`config.mk`:
```
export PLATFORM = sky130hd
export DESIGN_NAME = temporal_buffer_drain
export DESIGN_NICKNAME = d
export VERILOG_FILES = /design/src/rtl/sat_pkg.sv /design/src/rtl/tb_drain_next_slot.sv /design/src/rtl/temporal_buffer_drain.sv
export SDC_FILE = /design/constraint.sdc
export NUM_CORES = 2
export LEC_CHECK = 0
export CORE_AREA = 2 2 298 300
export DETAILED_ROUTE_END_ITERATION = 12
export DIE_AREA = 0 0 300 302
export GPL_TIMING_DRIVEN = 0
export PLACE_DENSITY = 0.66
export SYNTH_ARGS = -nofsm -noshare
export SYNTH_HDL_FRONTEND = slang
export SYNTH_SLANG_ARGS = --single-unit
```
`constraint.sdc`:
```
create_clock -name clk -period 35.5 [get_ports clk]
set_clock_uncertainty 0.05 [all_clocks]
set_input_delay 5.325 -clock clk [delete_from_list [all_inputs] [get_ports clk]]
set_output_delay 5.325 -clock clk [all_outputs]
set_load 0.05 [all_outputs]
```
`src/rtl/sat_pkg.sv`:
```
// sat_pkg: shared clause/literal geometry, drain FSM states and literal helpers.
package sat_pkg;
   localparam int NSAT                     = 3;
   localparam int LITERAL_ADDRESS_WIDTH    = 11;
   localparam int MAX_CLAUSES_PER_VARIABLE = 20;
   localparam int NSAT_BITS                = 2;
   localparam int CNT_BITS                 = 5;
   localparam int LIT_W                    = LITERAL_ADDRESS_WIDTH + 1;
   localparam int CLAUSE_W                 = NSAT * LIT_W;
   localparam logic [LITERAL_ADDRESS_WIDTH-1:0] NULL_ADDR = '0;

   typedef enum logic [1:0] {S_IDLE, S_WAIT, S_EMIT, S_DONE} drain_state_e;

   // Address 0 is reserved, so a literal pointing there marks an unused slot.
   function automatic logic lit_is_null(input logic [LIT_W-1:0] lit);
      return lit[LITERAL_ADDRESS_WIDTH-1:0] == NULL_ADDR;
   endfunction
endpackage

```
`src/rtl/tb_drain_next_slot.sv`:
```
// tb_drain_next_slot: lowest non-empty slot at or above from_i, plus a found flag.
module tb_drain_next_slot
   import sat_pkg::*;
(
   input  logic [MAX_CLAUSES_PER_VARIABLE-1:0] used_i,
   input  logic [CNT_BITS-1:0]                 from_i,
   output logic [CNT_BITS-1:0]                 slot_o,
   output logic                                found_o
);
   always_comb begin
      slot_o  = '0;
      found_o = 1'b0;
      for (int k = MAX_CLAUSES_PER_VARIABLE - 1; k >= 0; k--)
         if (used_i[k] && CNT_BITS'(k) >= from_i) begin
            slot_o  = CNT_BITS'(k);
            found_o = 1'b1;
         end
   end
endmodule

```
`src/rtl/temporal_buffer_drain.sv`:
```
// temporal_buffer_drain: reads one buffered flip, snapshots its clause slots and streams them out.
// TB_DRAIN_SKIP_EMPTY_EN: skip slots whose first literal is null instead of emitting every slot.
module temporal_buffer_drain
   import sat_pkg::*;
#(
   parameter int READ_LATENCY = 1
) (
   input  logic                                             clk,
   input  logic                                             reset,
   input  logic                                             start_i,
   input  logic [NSAT_BITS-1:0]                             sel_index_i,
   output logic [NSAT_BITS-1:0]                             read_index_o,
   input  logic [MAX_CLAUSES_PER_VARIABLE*CLAUSE_W-1:0]     clause_multi_i,
   output logic [CLAUSE_W-1:0]                              clause_o,
   output logic [CNT_BITS-1:0]                              slot_o,
   output logic                                             clause_valid_o,
   input  logic                                             clause_ready_i,
   output logic                                             busy_o,
   output logic                                             done_o,
   output logic [CNT_BITS-1:0]                              count_o
);
   drain_state_e                                     state_q;
   logic [1:0]                                       lat_q;
   logic [MAX_CLAUSES_PER_VARIABLE-1:0][CLAUSE_W-1:0] in_w, snap_q, src_w;
   logic [CNT_BITS-1:0]                              nx_slot;
   logic                                             nx_found, xfer, adv;

   assign in_w  = clause_multi_i;
   assign src_w = state_q == S_WAIT ? in_w : snap_q;
   assign xfer  = clause_valid_o & clause_ready_i;
   // Slot advance happens at capture (picking the first slot) and on every transfer.
   assign adv   = (state_q == S_WAIT && lat_q == '0) || (state_q == S_EMIT && xfer);

`ifdef TB_DRAIN_SKIP_EMPTY_EN
   logic [MAX_CLAUSES_PER_VARIABLE-1:0] used_w;
   logic [CNT_BITS-1:0]                 from_w;
   always_comb
      for (int k = 0; k < MAX_CLAUSES_PER_VARIABLE; k++)
         used_w[k] = !lit_is_null(src_w[k][LIT_W-1:0]);
   assign from_w = state_q == S_WAIT ? '0 : slot_o + 1'b1;
   tb_drain_next_slot u_next (
      .used_i (used_w),
      .from_i (from_w),
      .slot_o (nx_slot),
      .found_o(nx_found)
   );
`else
   assign nx_slot  = state_q == S_WAIT ? '0 : slot_o + 1'b1;
   assign nx_found = state_q == S_WAIT || slot_o != CNT_BITS'(MAX_CLAUSES_PER_VARIABLE - 1);
`endif

   always_ff @(posedge clk or posedge reset) begin
      if (reset) begin
         state_q        <= S_IDLE;
         lat_q          <= '0;
         snap_q         <= '0;
         read_index_o   <= '0;
         clause_o       <= '0;
         slot_o         <= '0;
         clause_valid_o <= 1'b0;
         busy_o         <= 1'b0;
         done_o         <= 1'b0;
         count_o        <= '0;
      end else begin
         case (state_q)
            S_IDLE:
               if (start_i) begin
                  read_index_o <= sel_index_i;
                  count_o      <= '0;
                  busy_o       <= 1'b1;
                  lat_q        <= 2'(READ_LATENCY);
                  state_q      <= S_WAIT;
               end
            S_WAIT:
               if (lat_q != '0) lat_q <= lat_q - 1'b1;
               else snap_q <= in_w;
            S_EMIT:
               if (xfer) count_o <= count_o + 1'b1;
            S_DONE: begin
               done_o  <= 1'b0;
               state_q <= S_IDLE;
            end
            default: state_q <= S_IDLE;
         endcase
         if (adv) begin
            if (nx_found) begin
               slot_o         <= nx_slot;
               clause_o       <= src_w[nx_slot];
               clause_valid_o <= 1'b1;
               state_q        <= S_EMIT;
            end else begin
               clause_valid_o <= 1'b0;
               busy_o         <= 1'b0;
               done_o         <= 1'b1;
               state_q        <= S_DONE;
            end
         end
      end
   end
endmodule

```
* After elaboration in Yosys (flattened, before gate mapping)
Index checks and enable logic that the tools add are counted.
Widths: inputs -> output; s select.
** Word-level totals
- Register bits :: 775
- Input bits :: 726
- Output and inout port bits :: 51
** Operators by class
- $add $sub $neg :: 3
- Magnitude comparators :: 1
- Equality and inequality tests :: 8
- Multiplexer cells :: 21
- Bitwise operators :: 2
- Reductions and logical operators :: 16
** Operators with widths (count)
- $mux 720 :: 1
- $bmux 36 s5 :: 1
- $mux 36 :: 1
- $mux 5 :: 3
- $add 5x1->5 const B :: 2
- $pmux 5 s2 :: 1
- $mux 1 :: 9
- $pmux 2 s2 :: 2
- $reduce_and 2->1 :: 4
- $lt 5x6->1 const B :: 1
- $mux 2 :: 3
- $reduce_and 3->1 :: 2
- $reduce_bool 2->1 :: 3
- $ne 5x5->1 const B :: 1
- $eq 2x2->1 const B :: 2
- $logic_not 2->1 :: 2
- $ne 2x2->1 const B :: 2
- $ne 3x3->1 const B :: 1
- $reduce_bool 3->1 :: 1
- $eq 2x1->1 const B :: 1
- $logic_and 1x1->1 :: 2
- $logic_or 1x1->1 :: 2
- $ne 2x1->1 const B :: 1
- $sub 2x1->2 const B :: 1
- other kinds (2) :: 2

* Logic depth before layout (Yosys ltp)
- Depth in word-level cells :: 5
- Depth in mapped cells :: 10

* Worst setup path before layout
Ideal clock, no wire load.
- Path kind :: input -> register
- Start point :: input clause_ready_i
- End point :: register clause_o[13]
- Arrival :: 6.365 ns
- Data required time :: 35.381 ns
- Setup slack :: 29.016 ns
- Stages :: 7
- Buffers on the path :: 2
- Path through :: nand4b_1 -> nand2_1 -> o21a_1 -> buf_2 -> clkbuf_1 -> nand3_1 -> nand3_1
** On the way
- Cells in the longest elaborated chain, start to end :: 4
** RTL lines
- start: declaration :: line temporal_buffer_drain.sv:17 : input logic clause_ready_i,
- $and 1x1->1 :: line temporal_buffer_drain.sv:30 : assign xfer = clause_valid_o & clause_ready_i;
- $logic_and 1x1->1 :: line temporal_buffer_drain.sv:32 : assign adv = (state_q == S_WAIT && lat_q == '0) || (state_q == S_EMIT && xfer);
- $logic_or 1x1->1 :: line temporal_buffer_drain.sv:32
- $reduce_and 2->1 (no line)
- end signal: assignment :: line temporal_buffer_drain.sv:88 : clause_o <= src_w[nx_slot];
- end: declaration :: line temporal_buffer_drain.sv:14 : output logic [CLAUSE_W-1:0] clause_o,
No other way between the ends.
A chain may end at the register's enable or synchronous reset.

* Worst setup path after layout
- Start point :: register slot_o[3]
- End point :: output slot_o[3]
** RTL lines
- start: declaration :: line temporal_buffer_drain.sv:15 : output logic [CNT_BITS-1:0] slot_o,
- start signal: assignment :: line temporal_buffer_drain.sv:87 : slot_o <= nx_slot;
No word-level cell between the ends.

==> run_results.csv <==
group,metric,value,unit
finish,fin_util,54.3,%
yosys,synth-edff-count,0,
route,via_per_inst,5.71,
finish,final_cells,4521,
worst_setup_path,arrival,2.18,ns
route,first_pass_iters,5,
placement,pre_cts_ws,27.50,ns
min_path,hp-class,"flop to flop",
route,drc,0,
finish,fillers,7336,
grt,grt_overflow_total,0,
clock_tree,h-tree-depth,3,
die,coreArea,0.0876,mm2
grt,gr-usage-met1,40.6,%
sta,whs,0.440,ns
clock_tree,cts.clk_slew.worst_paths,0.06,ns
yosys,synth.yosys.warnings,0,
grt,grtUsageMet3,7.71,%
route,drtIter0Drc,2004,
grt,antenna_found_initial,46,
yosys,synthesis.area,0.0349,mm2
grt,grt_pass1_vias,27600,
clock_tree,post-cts-setup-buffers,0,
yosys,syn_inst,2378,
route,post_drt_wl_per_cell,33.4,um
worst_setup_path,cp_cell_sequence,"clkdlybuf4s50_1",
grt,met2_usage,55.9,%
worst_setup_path,worstPathMaxFanout,7,
power,power,4.74,mW
clock_tree,cts_num_sinks,775,
sta,tns,0,ns
route,ant_nets,0,
die,io_pins,777,
yosys,ys_types,51,
clock_tree,hold_buffers,0,
placement,routabilityCongestion,0.926,
die,start_util,39.9,%
finish,regArea,0.0194,mm2
placement,numPortBuffers,776,
clock_tree,cts_tree,"yes",
sta,grt_setup_unrepaired,"no",
worst_setup_path,worstSetupStartpointType,"flop",
yosys,synth_ff_type,"dfrtp_1",
worst_setup_path,worstPathRequired,30.12,ns
worst_setup_path,max_stage_delay,1.01,ns
sta,worst_slew_pin_slew,1.34,ns
sta,max_slew_margin,10.4,%
clock_tree,clk_latency,0.64,ns
sta,setup_ws,27.95,ns
power,ir_worst_vdd,0.0566,mV
die,die_w,300,um
clock_tree,root_buffer,"clkbuf_16",
run_status,outcome,"finished clean",
yosys,synth_top_area_share,55.5,%
sta,setup_violations,0,
route,drt-total-wl,151,mm
power,leakage,19.3,nW
sta,drv_slew,0,
die,rows,109,
finish,fin_area,0.0475,mm2
finish,multiInputGateArea,0.0147,mm2
finish,nets,3981,
yosys,yosys.area.top_type,"dfrtp_1",
sta,hold_viol,0,
finish,layout-drive-gt1-share,34.2,%
die,design.die.area,0.0906,mm2
yosys,yosys-top-cells-area,"dfrtp_1 (55%), mux2_2 (23%), mux4_2 (8.2%)",
sta,fin_crit_sh,21.3,%
worst_setup_path,path_buf_inv,1,
grt,top_usage_layer,"met2",
clock_tree,cts_buffers,89,
worst_setup_path,crit_type,"flop to output pin",
die,chipHeight,302,um
placement,post_dp_cell_area,0.0444,mm2
clock_tree,clockBufferDepth,3,
finish,area_growth_syn_to_layout,35.9,%
power,power.density,99.7,mW/mm2
worst_setup_path,crit_slowest_cell,"clkdlybuf4s50_1",
route,vias,25800,
yosys,synth-seq-cells,775,
placement,dp_cells,4326,
grt,grt_pass1_wl,209,mm
worst_setup_path,cp_top_family,"buffers and inverters",
yosys,yosysSeqAreaShare,55.5,%
grt,track_usage,33.0,%
grt,grt_max_degree,136,
yosys,synthArstFlopShare,100,%
sta,fin_crit,7.55,ns
sta,fmax,132,MHz
placement,hpwlAfterDp,118,mm
run,cap_violations,0,
yosys,synth_nets,3107,
yosys,avgSynthCellArea,14.7,um2
worst_setup_path,cp-end-kind,"output pin",
clock_tree,post_cts_resized,0,
-- per-layer routing --
layer,vias up,wire [um]
met5,-,171
met4,30,6470
met3,303,10600
met2,1126,74900
met1,13700,59000
li1,10700,-
-- cells in the mapped netlist (all sizes together), types with 9 or more instances --
library cell / n
a311oi: 9
dfrtp: 775
a31oi: 23
a21oi: 71
a211oi: 51
o22ai: 34
and2: 13
or3: 14
o21ai: 30
nor3: 10
clkbuf: 51
nor2: 60
buf: 125
mux4: 128
mux2i: 69
o31ai: 15
nand2: 66
and3: 13
nand3: 13
mux2: 727
a22o: 9
a22oi: 19
-- placed cells by master, fill, tap and decap left out, types with 7 or more instances in the layout --
cell type	n
a211oi_1	51
a21oi_1	70
a22o_1	9
a22oi_1	19
a311oi_1	9
a31oi_1	23
and2_1	13
and3_1	13
buf_1	7
buf_2	101
buf_4	16
bufinv_16	8
clkbuf_1	66
clkbuf_16	90
clkbuf_8	27
clkdlybuf4s50_1	776
clkinv_2	12
dfrtp_1	775
diode_2	34
mux2_2	727
mux2i_1	69
mux4_2	128
nand2_1	66
nand3_1	12
nor2_1	60
nor3_1	10
o21ai_0	29
o22ai_1	34
o31ai_1	15
or3_1	14
-- power by group --
part	switching [mW]	internal, mW	total [mW]	leakage (nW)
clock	0.385	0.579	0.964	1.51
combinational	1.17	1.01	2.18	8.73
sequential	0.253	1.34	1.60	9.05
total	1.81	2.93	4.74	19.3
-- cell type report --
cell class | instances | share of cell area [%]
plain buffers | 176 | 1.80
diodes | 34 | 0.179
clock inverters | 29 | 0.803
repair buffers | 783 | 16.7
clock buffers | 132 | 5.64
multi-input cells | 1421 | 30.9
well taps | 1165 | 3.07
flip-flops and latches | 775 | 40.8
inverters | 6 | 0.0632
-- worst reg2reg max path, stage by stage (launching register included) --
cell,delay [ns]
dfrtp_1,0.48
ha_1,0.35
buf_2,0.49
buf_1,1.04
mux4_2,0.48
nand2_1,0.09
a21oi_1,0.07
a221oi_1,0.71
o21ai_0,0.19
-- path summary, 6_finish.rpt --
check | slack [ns] | end | from | cells after the start
max | 27.95 | slot_o[3] | slot_o[3]$_DFFE_PP0P_ | 1
min | 0.44 | lat_q[0]$_DFFE_PP0P_ | lat_q[0]$_DFFE_PP0P_ | 1
max reg2reg | 31.39 | clause_o[33]$_DFFE_PP0P_ | slot_o[1]$_DFFE_PP0P_ | 8
min reg2reg | 0.44 | lat_q[0]$_DFFE_PP0P_ | lat_q[0]$_DFFE_PP0P_ | 1
max in group asynchronous | 28.23 | snap_q[161]$_DFFE_PP0P_ | reset | 5
min in group asynchronous | 5.03 | snap_q[433]$_DFFE_PP0P_ | reset | 2
-- kinds of logic (layout without fill, tap and decap cells) --
kind of cell               after synthesis  in the layout  share of synthesized area (%)
AOI/OAI and AO/OA                      279            279                           5.21
xor gates and xnor gates                 8              8                          0.243
adders and majority gates                3              3                          0.107
buffers and inverters                  182           1126                           2.51
DFF                                    775            775                           55.5
muxes                                  924            924                           33.7
other                                    0             34                              0
and+or+nand+nor                        207            207                           2.78
-- state kept, by name, indices dropped and copies added, names as in the netlist --
signal and flops:
busy_o 1, snap_q 720, count_o 5, clause_valid_o 1, slot_o 5, read_index_o 2, clause_o 36, done_o 1
state_q 2, lat_q 2
Note: power is estimated with default switching activity, not from simulation.
